## src/rtl/alarm_ringer_if.sv

```systemverilog
// Control and status bundle between the alarm comparator side and alarm_ringer.
interface alarm_ringer_if;
    logic       tick_1hz;
    logic       alert;
    logic       en;
    logic       btn_stop;
    logic       btn_snooze;
    logic       ringing;
    logic       snoozing;
    logic       buzzer;
    logic       missed;
    logic [3:0] snooze_used;

    modport master (
        output tick_1hz, alert, en, btn_stop, btn_snooze,
        input  ringing, snoozing, buzzer, missed, snooze_used
    );

    modport slave (
        input  tick_1hz, alert, en, btn_stop, btn_snooze,
        output ringing, snoozing, buzzer, missed, snooze_used
    );
endinterface

```

## src/rtl/alarm_ringer.sv

```systemverilog
// alarm_ringer: alert-edge triggered ring / snooze sequencer paced by the 1 Hz tick.
// Define ALARM_SNOOZE_EN to build the SNOOZE state and the snooze counter.
module alarm_ringer #(
    parameter int RING_SEC   = 60,
    parameter int SNOOZE_SEC = 300,
    parameter int MAX_SNOOZE = 3
) (
    input logic           clk,
    input logic           rst_n,
    alarm_ringer_if.slave bus
);
    // state  | meaning
    // IDLE   | waiting for an alert rise while enabled
    // RING   | buzzer gated 1 s on / 1 s off, ring timer running
    // SNOOZE | buzzer silent, snooze timer running

    localparam int MAX_SEC = (RING_SEC > SNOOZE_SEC) ? RING_SEC : SNOOZE_SEC;
    localparam int CW      = $clog2(MAX_SEC + 1);

    typedef enum logic [1:0] {
        IDLE   = 2'd0,
        RING   = 2'd1,
        SNOOZE = 2'd2
    } state_t;

    state_t        state, state_d;
    logic [CW-1:0] sec_cnt, sec_cnt_d;
    logic          alert_q;
    logic          ringing_q, buzzer_q, missed_q;
    logic          ringing_d, buzzer_d, missed_d;
    logic          alert_rise, tick_eff, ring_done, timeout;

    assign alert_rise = bus.alert & ~alert_q;
    assign ring_done  = tick_eff && (sec_cnt == CW'(RING_SEC - 1));

`ifdef ALARM_SNOOZE_EN
    logic [3:0] used_q;
    logic       snoozing_q;
    logic       snooze_ok, snooze_done;

    // any button in the same cycle swallows the tick, even one that is ignored
    assign tick_eff    = bus.tick_1hz & ~bus.btn_stop & ~bus.btn_snooze;
    assign snooze_ok   = bus.btn_snooze && (used_q < 4'(MAX_SNOOZE));
    assign snooze_done = tick_eff && (sec_cnt == CW'(SNOOZE_SEC - 1));

    always_ff @(posedge clk or negedge rst_n) begin
        if (!rst_n) begin
            used_q     <= '0;
            snoozing_q <= 1'b0;
        end else begin
            snoozing_q <= (state_d == SNOOZE);
            if (state == IDLE && state_d == RING)
                used_q <= '0;
            else if (state == RING && state_d == SNOOZE)
                used_q <= used_q + 4'd1;
        end
    end

    assign bus.snoozing    = snoozing_q;
    assign bus.snooze_used = used_q;
`else
    assign tick_eff        = bus.tick_1hz & ~bus.btn_stop;
    assign bus.snoozing    = 1'b0;
    assign bus.snooze_used = 4'd0;
`endif

    always_ff @(posedge clk or negedge rst_n) begin
        if (!rst_n) begin
            state     <= IDLE;
            sec_cnt   <= '0;
            alert_q   <= 1'b0;
            ringing_q <= 1'b0;
            buzzer_q  <= 1'b0;
            missed_q  <= 1'b0;
        end else begin
            state     <= state_d;
            sec_cnt   <= sec_cnt_d;
            alert_q   <= bus.alert;
            ringing_q <= ringing_d;
            buzzer_q  <= buzzer_d;
            missed_q  <= missed_d;
        end
    end

    always_comb begin
        state_d = state;
        timeout = 1'b0;
        if (!bus.en) begin
            state_d = IDLE;
        end else begin
            case (state)
                IDLE: begin
                    if (alert_rise)
                        state_d = RING;
                end
                RING: begin
                    if (bus.btn_stop)
                        state_d = IDLE;
`ifdef ALARM_SNOOZE_EN
                    else if (snooze_ok)
                        state_d = SNOOZE;
`endif
                    else if (ring_done) begin
                        state_d = IDLE;
                        timeout = 1'b1;
                    end
                end
`ifdef ALARM_SNOOZE_EN
                SNOOZE: begin
                    if (bus.btn_stop)
                        state_d = IDLE;
                    else if (snooze_done)
                        state_d = RING;
                end
`endif
                default: state_d = IDLE;
            endcase
        end
    end

    always_comb begin
        ringing_d = (state_d == RING);
        missed_d  = timeout;
        buzzer_d  = 1'b0;
        sec_cnt_d = sec_cnt;
        if (state_d != state)
            sec_cnt_d = '0;
        else if (state != IDLE && tick_eff)
            sec_cnt_d = sec_cnt + 1'b1;
        if (state_d == RING) begin
            if (state != RING)
                buzzer_d = 1'b1;
            else if (tick_eff)
                buzzer_d = ~buzzer_q;
            else
                buzzer_d = buzzer_q;
        end
    end

    assign bus.ringing = ringing_q;
    assign bus.buzzer  = buzzer_q;
    assign bus.missed  = missed_q;
endmodule

```

## src/flat_wrapper.sv

```systemverilog
// flat-port wrapper written by rule: the top's interface ports become plain ports
module alarm_ringer_flat 
#(
    parameter int RING_SEC   = 60,
    parameter int SNOOZE_SEC = 300,
    parameter int MAX_SNOOZE = 3
)
  (clk, rst_n, bus_tick_1hz, bus_alert, bus_en, bus_btn_stop, bus_btn_snooze, bus_ringing, bus_snoozing, bus_buzzer, bus_missed, bus_snooze_used);
  alarm_ringer_if bus_i ();
  input logic clk;
  input logic rst_n;
  input wire logic [$bits(bus_i.tick_1hz)-1:0] bus_tick_1hz;
  input wire logic [$bits(bus_i.alert)-1:0] bus_alert;
  input wire logic [$bits(bus_i.en)-1:0] bus_en;
  input wire logic [$bits(bus_i.btn_stop)-1:0] bus_btn_stop;
  input wire logic [$bits(bus_i.btn_snooze)-1:0] bus_btn_snooze;
  output wire logic [$bits(bus_i.ringing)-1:0] bus_ringing;
  output wire logic [$bits(bus_i.snoozing)-1:0] bus_snoozing;
  output wire logic [$bits(bus_i.buzzer)-1:0] bus_buzzer;
  output wire logic [$bits(bus_i.missed)-1:0] bus_missed;
  output wire logic [$bits(bus_i.snooze_used)-1:0] bus_snooze_used;
  assign bus_i.tick_1hz = bus_tick_1hz;
  assign bus_i.alert = bus_alert;
  assign bus_i.en = bus_en;
  assign bus_i.btn_stop = bus_btn_stop;
  assign bus_i.btn_snooze = bus_btn_snooze;
  assign bus_ringing = bus_i.ringing;
  assign bus_snoozing = bus_i.snoozing;
  assign bus_buzzer = bus_i.buzzer;
  assign bus_missed = bus_i.missed;
  assign bus_snooze_used = bus_i.snooze_used;
  alarm_ringer #(.RING_SEC(RING_SEC), .SNOOZE_SEC(SNOOZE_SEC), .MAX_SNOOZE(MAX_SNOOZE)) u_core (.clk(clk), .rst_n(rst_n), .bus(bus_i));
endmodule
```

## config.mk

```make
export PLATFORM = sky130hd
export DESIGN_NAME = alarm_ringer_flat
export DESIGN_NICKNAME = d
export VERILOG_FILES = /design/src/rtl/alarm_ringer_if.sv /design/src/rtl/alarm_ringer.sv /design/src/flat_wrapper.sv
export SDC_FILE = /design/constraint.sdc
export NUM_CORES = 1
export LEC_CHECK = 0
export CAP_MARGIN = 20
export CORE_MARGIN = 4
export CORE_UTILIZATION = 56
export CTS_BUF_LIST = sky130_fd_sc_hd__clkbuf_4
export CTS_CLUSTER_SIZE = 40
export DETAILED_ROUTE_END_ITERATION = 16
export PLACE_DENSITY_LB_ADDON = 0.08
export RECOVER_POWER = 50
export SETUP_SLACK_MARGIN = 0.5
export SYNTH_ARGS = -nofsm -noshare
export SYNTH_HDL_FRONTEND = slang
export SYNTH_SLANG_ARGS = --single-unit
```

## constraint.sdc

```tcl
create_clock -name clk -period 4.1 [get_ports clk]
set_input_delay 0.41 -clock clk [delete_from_list [all_inputs] [get_ports clk]]
set_output_delay 0.41 -clock clk [all_outputs]
set_load 0.05 [all_outputs]
```

# Word level (Yosys, flattened, before mapping)

Cells that the tools add are included.

Add/sub/neg operators: 1
Equal/unequal tests: 6
Multiplexer cells: 14
Bitwise operators: 5
Reduce and logical (&&, ||, !) cells: 5

Operator list:

| cell                                                                    | count |
|---|---|
| 9-bit 2-to-1 mux                                                        | 2 |
| 9-bit by 1-bit adder with 9-bit output, second input constant           | 1 |
| 9-bit by 6-bit == test with 1-bit output, second input constant         | 1 |
| 2-bit 2-to-1 mux                                                        | 4 |
| 1-bit 2-to-1 mux                                                        | 7 |
| 2-bit by 1-bit == test with 1-bit output, second input constant         | 2 |
| 2-bit one-hot mux with 2 select lines                                   | 1 |
| 2-bit nonzero test                                                      | 2 |
| 3-bit inequality test, second input constant                            | 1 |
| 1-bit inverter                                                          | 3 |
| 1-bit bitwise AND                                                       | 2 |
| 1-bit logical AND                                                       | 2 |
| 2-bit zero test                                                         | 1 |
| 2-bit by 1-bit inequality test with 1-bit output, second input constant | 1 |
| 2-bit inequality test                                                   | 1 |

Register bits: 15
Bits of input ports: 7
Output and inout bits: 8
Logic and storage cells: 37

# Longest topological paths before layout

Gate-level depths: netlist (run 1).

Depth after elaboration: 9
Mapped depth: 5
Gate-level depth less buffers: 5

# Worst setup path after synthesis (run 1)

Ideal clock, no wire load.

Path kind: register to register
From: register u_core.sec_cnt[2]
To: register u_core.sec_cnt[1]
Library setup time: 0.129 ns
Arrival: 1.722 ns
Data required time: 3.971 ns
Slack: 2.249 ns
Stages on the path, launching flop included: 5
Buffers on the path: 0
Clock period less this slack: 1.851 ns
Path through: dfrtp_1 or4_4 or4_4 a32oi_1 o21ai_1

Word-level cells in the longest chain between the ends: 8
Elaborated cells on any way between the ends: 9
Those cells by class: 2 x eq/ne; 5 x mux; 2 x reduce/logical

Ends and longest elaborated chain:

| element                                                       | RTL line            | text |
|---|---|---|
| from (decl)                                                   | alarm_ringer.sv:27  | `logic [CW-1:0] sec_cnt, sec_cnt_d;` |
| from (signal assigned)                                        | alarm_ringer.sv:77  | `sec_cnt <= sec_cnt_d;` |
| 9-bit by 6-bit == test with 1-bit output (*)                  | alarm_ringer.sv:34  | `assign ring_done = tick_eff && (sec_cnt == CW'(RING_SEC - 1));` |
| 1-bit logical AND (*)                                         | alarm_ringer.sv:34  |  |
| 2-bit 2-to-1 mux (*)                                          | alarm_ringer.sv:103 | `else if (ring_done) begin` |
| 2-bit 2-to-1 mux (*)                                          | alarm_ringer.sv:97  | `if (bus.btn_stop)` |
| 2-bit one-hot mux with 2 select lines (*)                     | alarm_ringer.sv:91  | `case (state)` |
| 2-bit 2-to-1 mux (*)                                          | alarm_ringer.sv:88  | `if (!bus.en) begin` |
| 2-bit inequality test (*)                                     | alarm_ringer.sv:126 | `if (state_d != state)` |
| 9-bit 2-to-1 mux / 2-bit nonzero test (equally long branches) | --                  |  |

Every way passes the cells marked *; elsewhere a longest branch is shown, timed or not.
A chain may end at the register's enable or synchronous reset.

# Final worst setup path (run 1)

From: register u_core.sec_cnt[2]
To: register u_core.sec_cnt[4]

Word-level cells in the longest chain between the ends: 8
Elaborated cells on any way between the ends: 11
Those cells by class: 1 x add/sub; 2 x eq/ne; 6 x mux; 2 x reduce/logical

Ends and longest elaborated chain:

| element                                                       | RTL line |
|---|---|
| 9-bit by 6-bit == test with 1-bit output                      | alarm_ringer.sv:34 |
| 1-bit logical AND                                             | alarm_ringer.sv:34 |
| 2-bit 2-to-1 mux                                              | alarm_ringer.sv:103 |
| 2-bit 2-to-1 mux                                              | alarm_ringer.sv:97 |
| 2-bit one-hot mux with 2 select lines                         | alarm_ringer.sv:91 |
| 2-bit 2-to-1 mux                                              | alarm_ringer.sv:88 |
| 2-bit inequality test                                         | alarm_ringer.sv:126 |
| 9-bit 2-to-1 mux / 2-bit nonzero test (equally long branches) | -- |

Parallel ways exist; a longest one is shown, timed or not. The select of a mux whose other input is x is not followed.

==> results.py, run 1 <==
metrics = {
    "run_status": {
        "outcome": "finished, final reports clean",
    },
    "synthesis": {
        "synth-xor-area-share_pct": 7.87,
        "yosys.area_share.adder_pct": 1.61,
        "synthCells": 78,
        "synth_most_common_cell": "dfrtp_1",
        "postSynthAreaPerCell_um2": 9.99,
        "yosysWarnings": 0,
        "synth-main-ff-cell": "dfrtp_1",
        "synth_top_family_by_area": "simple AND/OR/NAND/NOR gates",
        "synth_edf_count": 0,
        "seq_area_frac_synth_pct": 48.2,
        "synthMuxAreaShare_pct": 0,
        "synth_compound_area_share_pct": 12.5,
        "synthSimpleGateAreaFrac_pct": 23.1,
        "async_flop_share_pct": 100,
        "synth_top_area_share_pct": 48.2,
        "yosysUniqueCellTypes": 28,
        "synth_area_leaders": "dfrtp_1, xnor2_1, buf_4",
        "yosysTopAreaCell": "dfrtp_1",
        "syn-cell-area_um2": 779,
        "synth_seq_cells": 15,
        "synth_common_cells": "dfrtp_1, a21oi_1, xnor2_1",
    },
    "clocking": {
        "cts_tree": "yes",
        "holdBufCountCts": 0,
        "cts_setup_buffers": 0,
        "htreeDepth": 1,
        "clock_sinks": 15,
        "clk_pin_slew_ns": 0.09,
        "ctsResizeCount": 0,
        "cts-root-buf": "clkbuf_4",
        "cts_made_buffers": 3,
        "clk_path_buf_depth": 2,
        "clkLatencyLatePin_ns": 0.28,
    },
    "timing": {
        "worstMarginPinSlew_ns": 0.660,
        "finClkSkew_ns": 0.00306,
        "timing.fmax_mhz": 505,
        "final.setup.tns_ns": 0,
        "slew_violations": 0,
        "rsz0062_at_grt": "false",
        "setup_viol": 0,
        "relSlewSlack_pct": 55.9,
        "period_share_pct": 48.3,
        "finalHoldViolations": 0,
        "fin_ws_ns": 2.12,
        "layout_min_cycle_time_ns": 1.98,
    },
    "power_and_ir_drop": {
        "p_leak_nw": 0.351,
        "irDropWorstVdd_uv": 188,
        "totalPowerFinal_w": 0.000279,
        "pwr-share-clk_pct": 32.9,
        "netSwitchingPower_w": 0.0000743,
        "p_int_w": 0.000205,
        "powerDensity_nw_per_um2": 314,
        "power_frac_seq_pct": 55.4,
        "switching_share_pct": 26.6,
        "p_comb_share_pct": 11.7,
    },
    "global_route": {
        "grt_first_pass_wirelength_mm": 2.39,
        "grt_pass1_vias": 563,
        "grt_overflow_total": 0,
        "grt_max_degree": 16,
        "grtUsageTotal_pct": 16.5,
        "antenna_found_initial": 0,
    },
    "floorplan": {
        "die_w_um": 45.3,
        "core_area_um2": 1300,
        "die_area_um2": 2050,
        "io_pins": 15,
        "rows": 13,
        "dieHeight_um": 45.3,
        "start_util_pct": 59.9,
    },
    "worst_setup_path": {
        "end_kind": "flip-flop",
        "cp.arrival_ns": 2.14,
        "crit_path_start_kind": "flip-flop",
        "r2r_slack_ns": 2.12,
        "rr_startpoint": "u_core.sec_cnt[2]$_DFFE_PN0P_",
        "required_ns": 4.26,
        "critPathKind": "reg -> reg",
        "path_max_fanout": 6,
        "ff2ff_path_depth": 4,
        "timing.rr.end": "u_core.sec_cnt[4]$_DFFE_PN0P_",
    },
    "min_path": {
        "worstHoldPathCells": 1,
        "hp-start": "u_core.sec_cnt[0]$_DFFE_PN0P_",
        "hold_end": "u_core.sec_cnt[0]$_DFFE_PN0P_",
        "hold_path_class": "reg -> reg",
    },
    "drt": {
        "drc": 0,
        "antenna_left": 0,
        "first_pass_iters": 4,
        "via_per_inst": 5.69,
        "wl_mm": 1.41,
        "wl_per_cell_um": 13.5,
        "via_count": 597,
        "drtIter0Drc": 18,
    },
    "flow_run": {
        "drv_cap": 0,
    },
    "final_layout": {
        "drive_above_1_share_pct": 8.89,
        "num_antenna_cells": 0,
        "nets": 99,
        "area_growth_pct": 14.1,
        "fill_cells": 108,
    },
    "placement": {
        "detailed_place_hpwl_mm": 1.01,
        "place_ws_ns": 1.89,
        "place_congestion": 0.825,
        "numPortBuffers": 8,
    },
}
==> flip-flops by register name (all words and copies together), names as in the netlist <==
| signal | cells |
|---|---|
| u_core.alert_q | 1 |
| u_core.bus.buzzer | 1 |
| u_core.bus.ringing | 1 |
| u_core.bus.missed | 1 |
| u_core.state | 2 |
| u_core.sec_cnt | 9 |
==> power by group through the flow <==
stage / combinational (W) / sequential (W) / clock (W)
2_1_floorplan: 0.0000229 / 0.000159 / 0
3_3_place_gp: 0.0000330 / 0.000157 / 0
3_5_place_dp: 0.0000332 / 0.000157 / 0
4_1_cts: 0.0000333 / 0.000154 / 0.0000930
5_1_grt: 0.0000361 / 0.000155 / 0.000100
6_report: 0.0000328 / 0.000154 / 0.0000918
==> routing by layer <==
| layer | share of wire, % | track usage (%) | up-vias |
|---|---|---|---|
| met5 | 0 | 0 | - |
| met2 | 46 | 26.3 | 16 |
| met1 | 47 | 21.4 | 276 |
| met4 | 1.7 | 8.77 | 0 |
| li1 | - | - | 301 |
| met3 | 5.8 | 2.39 | 4 |
==> how the worst max path moves through the flow <==
stage	startpoint	endpoint	slack (ns)	depth (start not counted)
global placement	bus_btn_stop	u_core.sec_cnt[6]$_DFFE_PN0P_	1.88	5
detailed placement	bus_btn_stop	u_core.sec_cnt[4]$_DFFE_PN0P_	1.89	5
global route	u_core.sec_cnt[2]$_DFFE_PN0P_	u_core.sec_cnt[8]$_DFFE_PN0P_	2.06	4
finish	u_core.sec_cnt[2]$_DFFE_PN0P_	u_core.sec_cnt[4]$_DFFE_PN0P_	2.12	4
CTS	u_core.sec_cnt[2]$_DFFE_PN0P_	u_core.sec_cnt[4]$_DFFE_PN0P_	2.13	4
floorplan	u_core.sec_cnt[2]$_DFFE_PN0P_	u_core.sec_cnt[1]$_DFFE_PN0P_	2.25	4
==> cell type report <==
type / instances / area, um^2 / share of cell area (%)
well taps: 15 / 18.8 / 2.11
repair buffers: 8 / 80.1 / 9.00
multi-input cells: 60 / 374 / 42.1
flip-flops and latches: 15 / 375 / 42.2
inverters: 3 / 11.3 / 1.27
clock buffers: 4 / 30.0 / 3.38
==> kinds of logic after synthesis <==
group	after synthesis
other	1
buffers and inverters	8
DFF	15
xor gates and xnor gates	7
AOI/OAI and AO/OA	16
and+or+nand+nor	30
adders and majority gates	1
==> placed cells by master, fill, tap and decap left out, drive strengths merged <==
master / n
dfrtp: 15
a21oi: 7
xnor2: 6
conb: 6
clkdlybuf4s50: 6
nor2: 5
nand2: 5
nor4: 5
nor3: 4
clkbuf: 4
inv: 3
a31oi: 3
o21ai: 3
or4: 2
nand4: 2
nand3b: 2
dlygate4sd3: 2
nand2b: 1
nor4b: 1
nor2b: 1
nor3b: 1
o211ai: 1
a32oi: 1
or3: 1
xor2: 1
a311oi: 1
ha: 1
==> metrics by stage <==
stage	std cells	instance area, um^2	hold slack (ns)	util (%)
floorplan	83	798	0.114	-
global placement	101	860	0.505	66.1
detailed placement	101	860	0.510	66.1
CTS	105	890	0.525	68.4
global route	105	890	0.547	68.4
finish	105	890	0.531	68.4
==> critical path, stage by stage, from the launching register on <==
cell and delay, ns:
dfrtp_1 0.43, or4_4 0.57, or4_4 0.56, nand2_1 0.20, a21oi_1 0.10
No activity file was read; power rests on OpenSTA's default activity.
==> run 2: changes to the inputs <==
--- a/config.mk
+++ b/config.mk
@@ -7,7 +7,7 @@
 export LEC_CHECK = 0
 export CAP_MARGIN = 20
 export CORE_MARGIN = 4
-export CORE_UTILIZATION = 56
+export CORE_UTILIZATION = 52
 export CTS_BUF_LIST = sky130_fd_sc_hd__clkbuf_4
 export CTS_CLUSTER_SIZE = 40
 export DETAILED_ROUTE_END_ITERATION = 16
==> constraint.sdc (replaced) <==
create_clock -name clk -period 1.9 [get_ports clk]
set_input_delay 0.19 -clock clk [delete_from_list [all_inputs] [get_ports clk]]
set_output_delay 0.19 -clock clk [all_outputs]
set_load 0.05 [all_outputs]
==> results.py, run 2 (same netlist as run 1, synthesis figures left out) <==
metrics = {
    "final_layout": {
        "layout_commonest_cell": "buf_4",
        "area_growth_pct": 34.8,
        "reg.largest.list": "u_core.sec_cnt x9, u_core.state x2",
        "finalInstanceArea_um2": 1050,
        "regMostFlops": "u_core.sec_cnt",
        "drive_above_1_share_pct": 28.7,
        "final_cell_mix": "buf_4, dfrtp_1, a21oi_1",
        "largest_reg_flops": 9,
        "fin_cells": 123,
        "num_antenna_cells": 0,
        "fin_util_pct": 77.8,
        "nets": 117,
        "fill_cells": 100,
    },
    "timing": {
        "setup_viol": 0,
        "slew_violations": 0,
        "rsz0062_at_grt": "true",
        "final.setup.tns_ns": 0,
        "layout_min_cycle_time_ns": 1.85,
        "timing.fmax_mhz": 541,
        "period_share_pct": 97.2,
        "worstMarginPinSlew_ns": 0.671,
        "finalHoldViolations": 0,
        "relSlewSlack_pct": 55.1,
        "finClkSkew_ns": 0.00250,
    },
    "floorplan": {
        "dieHeight_um": 46.7,
        "die_area_um2": 2180,
        "core_area_um2": 1350,
        "start_util_pct": 57.7,
        "io_pins": 15,
        "die_w_um": 46.7,
        "rows": 13,
    },
    "drt": {
        "wl_per_cell_um": 14.5,
        "drc": 0,
        "via_count": 696,
        "via_per_inst": 5.66,
        "antenna_left": 0,
        "drtIter0Drc": 32,
        "wl_mm": 1.79,
        "first_pass_iters": 5,
    },
    "clocking": {
        "clk_path_buf_depth": 2,
        "clkLatencyLatePin_ns": 0.29,
        "holdBufCountCts": 0,
        "cts_made_buffers": 3,
        "cts-root-buf": "clkbuf_4",
        "clock_sinks": 15,
        "cts_tree": "yes",
        "clk_pin_slew_ns": 0.09,
        "htreeDepth": 1,
    },
    "power_and_ir_drop": {
        "p_comb_share_pct": 14.9,
        "p_leak_nw": 0.451,
        "powerDensity_nw_per_um2": 591,
        "irDropWorstVdd_uv": 490,
        "power_frac_seq_pct": 53.4,
        "p_int_w": 0.000455,
        "switching_share_pct": 26.8,
        "totalPowerFinal_w": 0.000621,
        "netSwitchingPower_w": 0.000167,
        "pwr-share-clk_pct": 31.7,
    },
    "placement": {
        "dpl.cell_count": 112,
        "place_congestion": 0.816,
        "detailed_place_hpwl_mm": 1.19,
        "dpl_cell_area_um2": 951,
        "numPortBuffers": 8,
    },
    "flow_run": {
        "drv_cap": 0,
    },
    "worst_setup_path": {
        "path_max_fanout": 4,
        "cp.arrival_ns": 2.02,
        "r2r_slack_ns": 0.05,
        "required_ns": 2.07,
        "end_kind": "flip-flop",
        "critPathKind": "reg -> reg",
        "crit_path_start_kind": "flip-flop",
    },
    "global_route": {
        "antenna_found_initial": 0,
        "grt_overflow_total": 0,
        "grtUsageTotal_pct": 20.9,
        "grt_pass1_vias": 706,
        "grt_max_degree": 16,
        "grt_first_pass_wirelength_mm": 3.08,
    },
    "run_status": {
        "outcome": "finished, final reports clean",
    },
    "min_path": {
        "hold_path_class": "in -> async",
    },
}
-- run 2: critical path: stages, from the launching register on --
cell and delay [ns]:
dfrtp_1 0.39, or4_4 0.57, or4_4 0.48, a32oi_1 0.21, o21ai_1 0.09
-- run 2: worst paths after layout --
kind / from / end / cells past startpoint
min in group clk: u_core.sec_cnt[2]$_DFFE_PN0P_ / u_core.sec_cnt[2]$_DFFE_PN0P_ / 1
hold reg to reg: u_core.sec_cnt[2]$_DFFE_PN0P_ / u_core.sec_cnt[2]$_DFFE_PN0P_ / 1
max in group asynchronous: rst_n / u_core.sec_cnt[0]$_DFFE_PN0P_ / 1
setup reg to reg: u_core.sec_cnt[8]$_DFFE_PN0P_ / u_core.sec_cnt[1]$_DFFE_PN0P_ / 4
setup / recovery: u_core.sec_cnt[8]$_DFFE_PN0P_ / u_core.sec_cnt[1]$_DFFE_PN0P_ / 4
hold / removal: rst_n / u_core.sec_cnt[8]$_DFFE_PN0P_ / 1
-- run 2: repair_timing --
| action | in CTS | in global routing |
|---|---|---|
| hold endpoints to repair | 0 | 0 |
| resized for setup | 5 | 5 |
| endpoints found under the setup margin | 15 | 14 |
| pin swaps | 1 | 2 |
| buffers inserted | 4 | 3 |
-- run 2: power groups by stage --
stage                      logic, W  clock network (W)  registers [W]
final                     0.0000929           0.000197       0.000332
after global routing       0.000101           0.000221       0.000333
after CTS                 0.0000917           0.000206       0.000332
after detailed placement  0.0000851                  0       0.000339
after global placement    0.0000840                  0       0.000339
after floorplan           0.0000502                  0       0.000343
-- run 2: layout make-up --
| cell class | instances | area, um^2 | area share, % |
|---|---|---|---|
| clock buffer | 4 | 30.0 | 2.86 |
| sequential | 15 | 375 | 35.7 |
| timing repair buffer | 26 | 216 | 20.6 |
| inverter | 3 | 11.3 | 1.07 |
| tap | 15 | 18.8 | 1.79 |
| multi-input combinational | 60 | 399 | 38.0 |
-- run 2: metrics by stage --
stage,setup WS [ns],hold WS [ns]
after global placement,0.00134,0.504
after CTS,0.102,0.317
after detailed placement,0.0131,0.509
final,0.0530,0.373
after floorplan,0.166,-0.106
after global routing,0.0238,0.403
-- run 2: layer usage --
| metal | share of wire [%] | vias up | track usage (%) |
|---|---|---|---|
| li1 | - | 335 | - |
| met1 | 45 | 328 | 27.0 |
| met2 | 47 | 31 | 31.9 |
| met3 | 7.3 | 2 | 3.91 |
| met4 | 0.62 | 0 | 13.8 |
| met5 | 0 | - | 0 |
==> run 3: changes to the inputs <==
--- a/config.mk
+++ b/config.mk
@@ -5,6 +5,7 @@
 export SDC_FILE = /design/constraint.sdc
 export NUM_CORES = 1
 export LEC_CHECK = 0
+export ABC_CLOCK_PERIOD_IN_PS = 1900
 export CAP_MARGIN = 20
 export CORE_MARGIN = 4
 export CORE_UTILIZATION = 52
==> results of run 3 <==
Final layout, timing and power as in run 2 (identical DEF).
